**src/rtl/mem_arb_pkg.sv**
```systemverilog
// Shared encodings for the memory arbiter: FSM states, arbitration modes, write sizes.
// Write-size values match the pipeline's cache interface.
package mem_arb_pkg;

    typedef enum logic {
        ST_IDLE = 1'b0,
        ST_BUSY = 1'b1
    } state_t;

    localparam int MODE_RR    = 0;
    localparam int MODE_FIXED = 1;

    localparam logic [1:0] WS_BYTE = 2'd0;
    localparam logic [1:0] WS_HALF = 2'd1;
    localparam logic [1:0] WS_WORD = 2'd2;

endpackage

```
**src/rtl/rr_pick.sv**
```systemverilog
// Rotated priority encoder: first set req bit at or after start, wrapping; start forced to 0 in fixed mode.
// Purely combinational, no state; valid low when no request is present.
module rr_pick #(
    parameter int NPORTS = 2,
    parameter int GW     = 1
) (
    input  logic [NPORTS-1:0] req,
    input  logic [GW-1:0]     start,
    input  logic              mode,
    output logic [GW-1:0]     idx,
    output logic              valid
);

    always_comb begin
        int base;
        int k;
        base  = mode ? 0 : int'(start);
        idx   = '0;
        valid = 1'b0;
        k     = 0;
        for (int i = 0; i < NPORTS; i++) begin
            k = base + i;
            if (k >= NPORTS) k = k - NPORTS;
            if (!valid && req[k]) begin
                valid = 1'b1;
                idx   = GW'(k);
            end
        end
    end

endmodule

```
**src/rtl/mem_arbiter.sv**
```systemverilog
// Merges NPORTS cache-style requesters onto one memory port with a single transaction in flight.
// mem_req rises one cycle after p_req; p_rdy is combinational with mem_rdy; losing ports wait holding p_req.
module mem_arbiter
    import mem_arb_pkg::*;
#(
    parameter int NPORTS = 2,
    parameter int ADDR_W = 32,
    parameter int DATA_W = 32,
    parameter int MODE   = 0,
    localparam int GW    = (NPORTS > 1) ? $clog2(NPORTS) : 1
) (
    input  logic                     clock,
    input  logic                     reset,
    input  logic [NPORTS*ADDR_W-1:0] p_addr,
    input  logic [NPORTS*DATA_W-1:0] p_wdata,
    input  logic [NPORTS*2-1:0]      p_ws,
    input  logic [NPORTS-1:0]        p_req,
    input  logic [NPORTS-1:0]        p_wr,
    output logic [NPORTS*DATA_W-1:0] p_rdata,
    output logic [NPORTS-1:0]        p_rdy,
    output logic [ADDR_W-1:0]        mem_addr,
    output logic [DATA_W-1:0]        mem_wdata,
    output logic [1:0]               mem_ws,
    output logic                     mem_req,
    output logic                     mem_wr,
    input  logic [DATA_W-1:0]        mem_rdata,
    input  logic                     mem_rdy,
    output logic                     busy,
    output logic [GW-1:0]            grant
);

    state_t        state, state_nxt;
    logic [GW-1:0] rr_ptr;
    logic [GW-1:0] win;
    logic          win_vld;
    logic          done;

    rr_pick #(
        .NPORTS (NPORTS),
        .GW     (GW)
    ) u_pick (
        .req   (p_req),
        .start (rr_ptr),
        .mode  (MODE == MODE_FIXED),
        .idx   (win),
        .valid (win_vld)
    );

    always_ff @(posedge clock or posedge reset) begin
        if (reset) state <= ST_IDLE;
        else       state <= state_nxt;
    end

    always_comb begin
        state_nxt = state;
        done      = 1'b0;
        mem_req   = 1'b0;
        busy      = 1'b0;
        case (state)
            ST_IDLE: begin
                if (win_vld) state_nxt = ST_BUSY;
            end
            ST_BUSY: begin
                mem_req = 1'b1;
                busy    = 1'b1;
                if (mem_rdy) begin
                    done      = 1'b1;
                    state_nxt = ST_IDLE;
                end
            end
            default: state_nxt = ST_IDLE;
        endcase
    end

    // Request fields are captured at grant so the requester may change them while BUSY.
    always_ff @(posedge clock or posedge reset) begin
        if (reset) begin
            mem_addr  <= '0;
            mem_wdata <= '0;
            mem_ws    <= '0;
            mem_wr    <= 1'b0;
            grant     <= '0;
            rr_ptr    <= '0;
        end else begin
            if (state == ST_IDLE && win_vld) begin
                mem_addr  <= p_addr[win*ADDR_W +: ADDR_W];
                mem_wdata <= p_wdata[win*DATA_W +: DATA_W];
                mem_ws    <= p_ws[win*2 +: 2];
                mem_wr    <= p_wr[win];
                grant     <= win;
            end
            if (done) rr_ptr <= (grant == GW'(NPORTS-1)) ? '0 : grant + GW'(1);
        end
    end

    always_comb begin
        p_rdy   = '0;
        p_rdata = '0;
        if (done) begin
            p_rdy[grant]                     = 1'b1;
            p_rdata[grant*DATA_W +: DATA_W]  = mem_rdata;
        end
    end

endmodule

```
**config.mk**
```make
export PLATFORM = sky130hd
export DESIGN_NAME = mem_arbiter
export DESIGN_NICKNAME = d
export VERILOG_FILES = /design/src/rtl/mem_arb_pkg.sv /design/src/rtl/rr_pick.sv /design/src/rtl/mem_arbiter.sv
export SDC_FILE = /design/constraint.sdc
export NUM_CORES = 1
export LEC_CHECK = 0
export BUFFER_PORTS_ARGS = -buffer_cell sky130_fd_sc_hd__buf_2
export CAP_MARGIN = 20
export CORE_AREA = 2 2 120 122
export DETAILED_ROUTE_END_ITERATION = 10
export DIE_AREA = 0 0 122 124
export PLACE_DENSITY = 0.68
export SYNTH_ARGS = -nofsm -noshare
export SYNTH_HDL_FRONTEND = slang
export SYNTH_SLANG_ARGS = --single-unit
```
**constraint.sdc**
```tcl
create_clock -name clock -period 6.1 [get_ports clock]
set_input_delay 0.61 -clock clock [delete_from_list [all_inputs] [get_ports clock]]
set_output_delay 0.61 -clock clock [all_outputs]
set_load 0.05 [all_outputs]
```
==> impl_metrics.toml <==
[cells_and_area]
syn_to_final_growth_pct = 48.2
drive_gt1_share_pct = 44.8
layout.nets = 909
final_cells = 923
final_util_pct = 41.6
fin_area_um2 = 5710
nFillCells = 1460
insertedDiodeCount = 0

[run_status]
status = "completed"

[synth]
synth_cell_type_count = 20
postSynthAreaPerCell_um2 = 8.28
yosysSeqAreaShare_pct = 45.4
syn_nets = 637
syn-cell-area_um2 = 3860
ys_ff_latch = 70
synth_area_leaders = "dfrtp_1 45%, a31oi_1 11%, and2_1 10%"
synth_top_area_share_pct = 45.4
syn_inst = 466
synth_top_cell_by_area = "dfrtp_1"
yosys_warnings = 0

[power_and_ir_drop]
p_switching_uw = 1040
leakage_uw = 0.00286
ir_drop_mv = 0.139
seq_power_share_pct = 28.6
p_clk_share_pct = 26.1
p_comb_share_pct = 45.3
cellPowerDensity_nw_per_um2 = 392
p_int_uw = 1200
switching_share_pct = 46.5

[critical_path]
r2r_slack_ns = 3.87
cp_data_required_time_ns = 6.25
startpoint_type = "input pin"
endpoint_kind = "flip-flop"
cp_max_fo = 90
worstPathArrival_ns = 2.77
r2r_cells = 3
reg2reg_from = "state"
critPathKind = "in2reg"
r2r_end = "mem_wdata[25]"

[clock_tree]
cts.path.max_buffers = 2
clk_pin_slew_ns = 0.06
cts-root-buf = "clkbuf_16"
cts.sinks = 70
cts_hold_buf = 0
cts_tree = "yes"
cts_setup_buffers = 0
cts_resized = 0
numCtsBuffers = 9
clk_latency_ns = 0.33
htreeDepth = 3

[route]
viasPerCell = 4.91
detail-route-antenna-nets = 0
route.detailed.drc = 0
firstDrtPassIters = 5
drtIter0Drc = 275
vias = 4529
drt_wl_total_um = 14300
routedWlPerCell_um = 15.5

[hold_path]
hp-class = "reg2reg"
worstHoldStart = "rr_ptr"
hold-path-cell-count = 2
whs_endpoint = "rr_ptr"

[global_route]
grt_util_all_layers_pct = 18.0
grt_max_degree = 91
grt_antenna_before_repair = 0
grt.overflow.total = 0
grt_pass1_vias = 4159
grt_pass1_wl_um = 21400

[timing]
max-slew-margin-rel_pct = 29.3
finalCritPeriodShare_pct = 42.8
finClkSkew_ns = 0.00550
max_freq_mhz = 383
worst_slew_pin_slew_ns = 1.06
whs_ns = 0.509
setup_tns_ns = 0
grt_setup_unrepaired = "no"
setup_viol = 0
final_hold_viol_count = 0
fin_crit_ns = 2.61
drv_slew = 0

[placed_design]
port_buffers = 306
hpwl_um = 9960
dp.cells = 907
dpl-instance-area_um2 = 5380
gp_congestion = 0.798

[floorplan]
start_util_pct = 28.1
ios = 307
rows = 43
dieArea_um2 = 15100
die_w_um = 122
core_um2 = 13700
die_y_um = 124

[run]
cap_violations = 0
[critical path, cell delays in order]
cell	delay [ns]
buf_2	0.57
o21ba_4	0.54
buf_4	0.74
a31oi_1	0.18
[cells by family (layout without fill, tap and decap cells)]
logic type,after synthesis,count (layout),synth area share [%]
AND/OR/NAND/NOR,204,204,26.4
AO/OA/AOI/OAI,138,138,20.4
flip-flops,70,70,45.4
buffers and inverters,54,331,7.75
[worst max-delay path by stage]
stage          startpoint       endpoint  slack (ns)  cells after the start
2_1_floorplan       state    p_rdata[55]        3.58                      4
3_3_place_gp     p_req[1]    mem_addr[1]        3.24                      4
3_5_place_dp     p_req[1]  mem_wdata[23]        3.19                      4
4_1_cts          p_req[1]  mem_wdata[25]        3.51                      4
5_1_grt          p_req[1]    mem_addr[0]        3.30                      5
6_report         p_req[1]  mem_wdata[25]        3.49                      4
[synth_stat cells]
library cell,number
nor2_1,70
inv_1,3
o31a_1,1
a31oi_1,67
nand3_1,67
a21oi_1,1
nand2b_1,1
nand2_1,1
o21ai_1,8
o21ai_0,59
clkbuf_2,1
buf_4,5
clkbuf_1,19
and2_1,64
o21ba_1,1
and2b_4,1
dfrtp_1,70
buf_6,7
o32ai_1,1
buf_2,19
[power groups by stage]
| stage | sequential [uW] | combinational [uW] | clock, uW |
|---|---|---|---|
| 3_5_place_dp | 648 | 1020 | 0 |
| 4_1_cts | 642 | 1020 | 597 |
| 5_1_grt | 653 | 1080 | 618 |
| 3_3_place_gp | 646 | 1010 | 0 |
| 2_1_floorplan | 1040 | 367 | 0 |
| 6_report | 640 | 1020 | 586 |
[metrics by stage]
step           total power (uW)  setup slack [ns]
2_1_floorplan              1410              3.58
3_3_place_gp               1660              3.24
3_5_place_dp               1670              3.19
4_1_cts                    2260              3.51
5_1_grt                    2350              3.30
6_report                   2240              3.49
[metal layers]
layer	global-route usage (%)	vias to the layer above	part of all wire (%)
met5	0	-	0
met4	6.03	0	2.1
met3	4.26	25	8.3
met2	31.2	223	49
met1	22.0	2106	41
li1	-	2175	-
[sequential cells by signal, summed over array words and instances (netlist names)]
name and cells:
rr_ptr 1, mem_wr 1, state 1, grant 1, mem_addr 32, mem_wdata 32, mem_ws 2
[layout by cell type (no fill, tap or decap)]
cell type / instances
a21oi_1: 1
a31oi_1: 67
and2_1: 64
and2b_4: 1
buf_2: 306
buf_4: 6
bufinv_16: 2
clkbuf_16: 9
clkbuf_8: 2
clkinv_2: 1
clkinv_4: 1
clkinvlp_4: 1
dfrtp_1: 70
inv_1: 1
inv_2: 2
nand2_1: 1
nand2b_2: 1
nand3_1: 67
nor2_1: 70
o21ai_0: 59
o21ai_1: 8
o21ba_4: 1
o31a_1: 1
o32ai_1: 1
[final cells by class]
type | instances | area, um2 | share of cell area, %
clock buffer | 11 | 253 | 4.42
clock inverter | 5 | 81.3 | 1.42
inverter | 3 | 11.3 | 0.197
multi-input combinational | 342 | 1810 | 31.8
sequential | 70 | 1750 | 30.7
tap | 180 | 225 | 3.94
timing repair buffer | 312 | 1580 | 27.6
Note: power is estimated with default switching activity, not from simulation.
